===== config.mk =====
export PLATFORM = sky130hd
export DESIGN_NAME = mac_result_drain
export DESIGN_NICKNAME = d
export VERILOG_FILES = /design/src/rtl/mac_result_drain.sv
export SDC_FILE = /design/constraint.sdc
export NUM_CORES = 1
export LEC_CHECK = 0
export BUFFER_PORTS_ARGS = -buffer_cell sky130_fd_sc_hd__clkbuf_2
export CAP_MARGIN = 25
export CORE_MARGIN = 2
export CORE_UTILIZATION = 55
export CTS_BUF_LIST = sky130_fd_sc_hd__clkbuf_8
export CTS_CLUSTER_DIAMETER = 200
export CTS_CLUSTER_SIZE = 40
export DETAILED_ROUTE_END_ITERATION = 6
export GPL_ROUTABILITY_DRIVEN = 1
export PLACE_DENSITY = 0.75
export SLEW_MARGIN = 5
export SYNTH_ARGS = -nofsm -noshare
export SYNTH_HDL_FRONTEND = slang
export SYNTH_SLANG_ARGS = --single-unit

===== constraint.sdc =====
create_clock -name clock -period 4.5 [get_ports clock]
set_clock_uncertainty 0.15 [all_clocks]
set_input_delay 0.675 -clock clock [delete_from_list [all_inputs] [get_ports clock]]
set_output_delay 0.675 -clock clock [all_outputs]
set_load 0.005 [all_outputs]

===== src/rtl/mac_result_drain.sv =====
// Result drain buffer for the MAC pipeline: credit-based issue gating plus FWFT result FIFO.
// Optional NaN head flag via `define MAC_DRAIN_NAN_FLAG_EN (adds out_nan).
module mac_result_drain #(
    parameter int WIDTH   = 32,
    parameter int DEPTH   = 16,
    parameter int LATENCY = 14
) (
    input  logic                     clock,
    input  logic                     reset,
    input  logic                     issue_req,
    output logic                     issue_grant,
    input  logic                     res_valid,
    input  logic [WIDTH-1:0]         res_data,
    output logic                     out_valid,
    output logic [WIDTH-1:0]         out_data,
    input  logic                     out_ready,
    output logic [$clog2(DEPTH):0]   credits,
`ifdef MAC_DRAIN_NAN_FLAG_EN
    output logic                     out_nan,
`endif
    output logic                     overflow
);

    localparam int AW = $clog2(DEPTH);
    localparam logic [AW:0] FULL = (AW+1)'(DEPTH);

    if (((DEPTH & (DEPTH - 1)) != 0) || (DEPTH < LATENCY + 2)) begin : g_cfg_err
        $error("mac_result_drain: DEPTH must be a power of two >= LATENCY+2");
    end

    logic [WIDTH-1:0] r_mem [DEPTH];
    logic [AW-1:0]    r_rd;
    logic [AW-1:0]    r_wr;
    logic [AW:0]      r_cnt;
    logic [AW:0]      r_cred;
    logic             r_ovf;

    logic w_pop;
    logic w_full;
    logic w_push;
    logic w_drop;

    assign w_full      = (r_cnt == FULL);
    assign out_valid   = (r_cnt != '0);
    assign out_data    = r_mem[r_rd];
    assign w_pop       = !reset && out_valid && out_ready;
    assign w_push      = !reset && res_valid && (!w_full || w_pop);
    assign w_drop      = !reset && res_valid && w_full && !w_pop;
    assign issue_grant = !reset && issue_req && (r_cred != '0);
    assign credits     = r_cred;
    assign overflow    = r_ovf;

`ifdef MAC_DRAIN_NAN_FLAG_EN
    assign out_nan = out_valid && (out_data[30:23] == 8'hFF) && (out_data[22:0] != '0);
`endif

    // Storage has no reset; occupancy is tracked solely by r_cnt.
    always_ff @(posedge clock) begin
        if (w_push) begin
            r_mem[r_wr] <= res_data;
        end
    end

    always_ff @(posedge clock) begin
        if (reset) begin
            r_rd   <= '0;
            r_wr   <= '0;
            r_cnt  <= '0;
            r_cred <= FULL;
            r_ovf  <= 1'b0;
        end else begin
            if (w_push) begin
                r_wr <= r_wr + AW'(1);
            end
            if (w_pop) begin
                r_rd <= r_rd + AW'(1);
            end
            unique case ({w_push, w_pop})
                2'b10:   r_cnt <= r_cnt + (AW+1)'(1);
                2'b01:   r_cnt <= r_cnt - (AW+1)'(1);
                default: r_cnt <= r_cnt;
            endcase
            // Pops of words pushed without a credit must not lift credits past DEPTH.
            unique case ({issue_grant, w_pop})
                2'b10:   r_cred <= r_cred - (AW+1)'(1);
                2'b01:   r_cred <= (r_cred == FULL) ? r_cred : r_cred + (AW+1)'(1);
                default: r_cred <= r_cred;
            endcase
            if (w_drop) begin
                r_ovf <= 1'b1;
            end
        end
    end

endmodule


==> results of run 1 <==
[cells in the mapped netlist, types with 2 or more instances]
master / instances / area, µm²
mux4_2: 160 / 3600
buf_1: 3 / 11.3
nor3_1: 6 / 30.0
nand3_1: 2 / 10.0
mux2i_1: 6 / 60.1
nand4_1: 3 / 18.8
o31ai_1: 2 / 15.0
a21oi_1: 6 / 30.0
buf_2: 16 / 80.1
ha_1: 9 / 113
xor2_1: 5 / 43.8
inv_1: 7 / 26.3
dfxtp_1: 23 / 460
nand2_1: 14 / 52.6
nor2b_1: 3 / 18.8
nand2b_1: 2 / 12.5
xnor2_1: 7 / 61.3
edfxtp_1: 512 / 15400
mux2_2: 2 / 22.5
o21a_1: 2 / 15.0
nor2_1: 28 / 105
clkbuf_1: 26 / 97.6
buf_6: 2 / 22.5
o21ai_1: 2 / 10.0
and2_1: 2 / 12.5
o21ai_0: 8 / 40.0
[through the flow]
step	total power, mW	std cells	cell area [µm²]	util (%)
detailed placement	7.16	1408	21800	59.2
global route	9.01	1431	22100	60.0
global placement	7.14	1407	21800	59.2
floorplan	6.75	882	20600	-
finish	8.67	1433	22100	60.0
CTS	8.75	1431	22100	60.0
[sequential cells by signal, summed over array words and instances, names as in the netlist, named ones only]
name	cells
credits	5
overflow	1
r_cnt	5
r_mem	512
r_rd	4
r_wr	4
[cell usage in the layout (no fill, tap or decap), drive strengths merged, types with 2 or more instances in the layout]
| cell | count |
|---|---|
| inv | 11 |
| nand4 | 3 |
| nor2 | 28 |
| and2 | 2 |
| clkbuf | 93 |
| a21oi | 6 |
| mux2i | 7 |
| mux2 | 2 |
| o21ai | 11 |
| diode | 2 |
| o31ai | 2 |
| o21a | 3 |
| dfxtp | 23 |
| mux4 | 160 |
| ha | 9 |
| nand2 | 15 |
| edfxtp | 512 |
| buf | 29 |
| nor3 | 6 |
| xnor2 | 7 |
| nand3 | 2 |
| xor2 | 5 |
| nor2b | 3 |
| or4 | 2 |
| nand2b | 2 |
[power breakdown]
group	switching, mW	internal [mW]
logic	0.670	0.761
clock network	1.28	0.369
registers	0.0685	5.52
total	2.02	6.65
[critical path, stage by stage, from the launching register on]
cell and delay (ps):
dfxtp_4 420, buf_12 430, mux4_2 640, mux4_2 520, clkbuf_2 130
[kinds of logic after synthesis]
logic type,share of synthesized area [%]
AND/OR/NAND/NOR,1.59
AO/OA/AOI/OAI,1.23
adder cells (fa/ha/maj),0.644
multiplexers,18.0
buffers and inverters,1.15
XOR/XNOR,0.510
flip-flops,76.9
[final timing paths]
path,to,slack (ps),from,depth (start not counted)
setup / recovery,out_data[2],680,register,4
hold / removal,credits[4]$_SDFFE_PP1P_,190,issue_req,2
setup reg to reg,credits[4]$_SDFFE_PP1P_,1040,credits[1]$_SDFFE_PP0P_,9
hold reg to reg,overflow$_SDFFE_PP0P_,350,overflow$_SDFFE_PP0P_,2
[routing by layer]
layer / up-vias / share of wire [%] / GRT usage [%]
met2: 239 / 50 / 32.9
met5: - / 0 / 0
met1: 4862 / 43 / 29.3
met3: 38 / 5.9 / 3.04
met4: 0 / 1.4 / 3.40
li1: 3851 / - / -
[area by class of cell]
class                      count  area, µm²
inverter                       7       26.3
multi-input combinational    293       4640
sequential                   535      15800
fill                        2537      14700
antenna                        2       5.00
clock inverter                 6       52.6
tap                          468        586
timing repair buffer         105        686
clock buffer                  17        234
==> impl_metrics.tcl, run 1 <==
set metrics [dict create \
    outcome "finished clean" \
    syn_inst 882 \
    cts_sinks 535 \
    syn-num-nets 929 \
    slew_viol_final 0 \
    drv_cap 0 \
    synth_warnings 0 \
    syn_to_final_growth_pct 7.14 \
    path_max_fanout 87 \
    cts_tree "built" \
    detail-route-antenna-nets 0 \
    drcViolationCount 0 \
    cts_buffer_depth 3 \
    arrival_ps 3000 \
    gp_congestion 0.759 \
    post-route-min-period_ps 3820 \
    dieHeight_um 198 \
    max_freq_mhz 262 \
    ys_seq_area_share_pct 76.9 \
    crit_path_end_kind "output port" \
    cts.clk_slew.worst_paths_ps 200 \
    first_global_vias 9097 \
    portBuffers 76 \
    totalWireLength_um 37900 \
    synthDistinctLibCells 50 \
    min_path_type "primary input to register" \
    power_density_mw_per_mm2 393 \
    postCtsSetupBuffers 0 \
    antenna_found_initial 1 \
    critPathKind "register to output port" \
    wl_per_cell_um 26.5 \
    numCtsBuffers 17 \
    dr.pass1.iters 5 \
    synth_flop_cell "edfxtp_1" \
    setup_ws_ps 677 \
    worst_pin_slew_ps 844 \
    worstSetupStartpointType "register" \
    core_area_mm2 0.0368 \
    finalHoldViolations 0 \
    min_period_over_period_pct 84.9 \
    rsz0062_at_grt "false" \
    nets 1006 \
    synth-edff-count 512 \
    ir_worst_vdd_mv 0.258 \
    grt_max_degree 88 \
    hpwl_um 21800 \
    initialDrtViolationCount 905 \
    start_util_pct 56.0 \
    rows 70 \
    syn_area_mm2 0.0206 \
    finalSetupViolCount 0 \
    dieArea_mm2 0.0390 \
    die_x_um 198 \
    holdBufCountCts 0 \
    hold_slack_ps 190 \
    max-slew-margin-rel_pct 43.7 \
    p_leak_nw 6.65 \
    synthArstFlopShare_pct 0 \
    vias 8990 \
    setup_tns_ps 0 \
    h-tree-depth 1 \
    track_usage_pct 19.9 \
    ctsResizeCount 0 \
    avgSynthCellArea_um2 23.4 \
    ys_ff_latch 535 \
    num_io_pins 77 \
    drive_above_1_share_pct 32.8 \
    grt_pass1_wl_um 57100 \
    place_ws_ps 1030 \
    critPathRequiredTime_ps 3670 \
    grt_overflow 0 \
    clk_latency_ps 610 \
    cts-root-buf "clkbuf_8" \
    vias_per_cell 6.27 \
]
Power figures use the tool's default switching activity.
==> run 2: changes to the inputs <==
- ABC_AREA: not set -> 1
- PLACE_DENSITY: 0.75 -> 0.72
- clock period: 4.5 -> 3.96 ns (I/O delays scaled with it)
==> run 2 against run 1 <==
- sequential power up 13%
- clock-buffer cell count unchanged
- flip-flop and latch count unchanged
- sequential share of layout area down 3.4 points
- combinational power down 22%
- critical path depth up 1
- clock power up 18%
- critical path type unchanged
- largest cell class unchanged
- highest routed layer unchanged
==> impl_metrics.tcl, run 2 <==
set metrics [dict create \
    post-route-min-period_ps 3440 \
    max-slew-margin-rel_pct 44.0 \
    portBuffers 76 \
    synthDistinctLibCells 35 \
    dpl-instance-area_mm2 0.0229 \
    cts_buffer_depth 3 \
    totalWireLength_um 44800 \
    vias_per_cell 5.80 \
    synth_top_area_share_pct 70.4 \
    finalSetupViolCount 0 \
    core_area_mm2 0.0395 \
    cts.clk_slew.worst_paths_ps 210 \
    worstSetupStartpointType "register" \
    ys_ff_latch 535 \
    cts-root-buf "clkbuf_8" \
    syn-num-nets 1592 \
    layout_common_cells "512 x edfxtp_1, 176 x inv_1, 160 x o21ai_0" \
    worstPathCellList "buf_4, o211ai_1, nand3_1, nand2_1, clkbuf_2" \
    drive_above_1_share_pct 10.4 \
    final_common_cell "edfxtp_1" \
    dp.cells 2088 \
    rows 73 \
    critPathRequiredTime_ps 3220 \
    arrival_ps 2700 \
    setup_tns_ps 0 \
    largest_register_ffs 512 \
    r2r-start "r_cnt[0]$_SDFFE_PP0P_" \
    slowest_stage "dfxtp_4" \
    num_io_pins 77 \
    postCtsSetupBuffers 0 \
    initialDrtViolationCount 1050 \
    holdBufCountCts 0 \
    finalNonFillerCells 2119 \
    start_util_pct 55.4 \
    dieArea_mm2 0.0413 \
    worst_pin_slew_ps 840 \
    critPathKind "register to output port" \
    cpPeakStageDelay_ps 660 \
    syn_area_mm2 0.0219 \
    p_leak_nw 7.69 \
    finalHoldViolations 0 \
    h-tree-depth 1 \
    largest-register "r_mem" \
    cts_tree "built" \
    power_density_mw_per_mm2 403 \
    syn_inst 1545 \
    drv_cap 0 \
    wl_per_cell_um 21.1 \
    finalPower_mw 9.34 \
    path_max_fanout 56 \
    min_path_type "primary input to register" \
    synthArstFlopShare_pct 0 \
    dieHeight_um 203 \
    outcome "finished clean" \
    ir_worst_vdd_mv 0.234 \
    cts_sinks 535 \
    grt_max_degree 129 \
    grt_overflow 0 \
    min_period_over_period_pct 87.0 \
    drcViolationCount 0 \
    yosysMostFrequentCell "edfxtp_1" \
    vias 12295 \
    die_x_um 203 \
    numCtsBuffers 17 \
    detail-route-antenna-nets 0 \
    track_usage_pct 21.7 \
    synth_flop_cell "edfxtp_1" \
    max_freq_mhz 290 \
    grt_pass1_wl_um 68600 \
    synth_top_area_cell "edfxtp_1" \
    ys_top_cells_by_area "edfxtp_1 70%, mux2i_1 5.9%, o211ai_1 4.4%" \
    rsz0062_at_grt "false" \
    avgSynthCellArea_um2 14.1 \
    hpwl_um 26000 \
    nets 1629 \
    postLayoutCellArea_mm2 0.0232 \
    first_global_vias 11906 \
    ys_seq_area_share_pct 72.5 \
    gp_congestion 0.804 \
    slew_viol_final 0 \
    netlist_top_cells_count "512 x edfxtp_1, 167 x inv_1, 160 x o21ai_0, 142 x a21oi_1, 129 x o211ai_1" \
    final_util_pct 58.7 \
    synth-edff-count 512 \
    clk_latency_ps 620 \
    syn_to_final_growth_pct 6.08 \
    crit_path_end_kind "output port" \
    synth_warnings 0 \
    antenna_found_initial 1 \
    ctsResizeCount 0 \
    hp-start "reset" \
    dr.pass1.iters 5 \
]
## run 2: cell types whose count changed after synthesis, sizes merged, moves of 7 or more
cell / change
a21oi: +136
buf: +20
clkbuf: +25
inv: +162
mux2i: +121
mux4: -160
nand2: +54
nand3: +48
o211ai: +128
o21ai: +163
xnor2: -7
## run 2: cells by family after synthesis
family | Yosys count | synth area share, %
buf+inv | 262 | 5.63
xor+xnor | 5 | 0.200
flops | 535 | 72.5
compound gates | 447 | 11.8
mux | 128 | 5.86
simple gates | 158 | 3.42
fa+ha+maj | 10 | 0.607
## run 2: worst max-delay path: cells and delay by family, from the launching register on
family                 cells  cell delay [ps]
AO/OA/AOI/OAI              1              320
buffers and inverters      2              760
flip-flops                 1              660
AND/OR/NAND/NOR            2              240
## run 2: worst paths after layout
kind,to,slack [ps],cells after the start
setup / recovery,out_data[4],520,5
hold / removal,r_wr[3]$_SDFFE_PP0P_,90,2
setup reg to reg,r_mem[0][19]$_DFFE_PP_,1180,9
hold reg to reg,credits[4]$_SDFFE_PP1P_,370,2
## run 2: final cells by class
class	instances	area (µm²)
clock inverters	13	78.8
inverters	170	643
clock buffers	17	234
multi-input cells	748	4910
fillers	3067	16300
repair buffers	110	811
diodes	1	2.50
flip-flops and latches	535	15800
well taps	525	657
## run 2: through the flow
stage	setup WS, ps	hold slack (ps)
after global routing	400	65.5
final	517	92.8
after detailed placement	869	344
after CTS	545	67.2
after floorplan	669	310
after global placement	921	315
## run 2: routing by layer
metal	global-route usage [%]	routed length (µm)	vias to the layer above
met2	36.3	21800	407
met5	0	0	-
met1	30.8	19300	6056
met4	5.37	974	0
met3	2.29	2700	54
li1	-	-	5778
## run 2: power by group
group	switching [mW]	internal, mW
logic	0.712	0.403
registers	0.0439	6.25
clock network	1.51	0.429
total	2.26	7.08
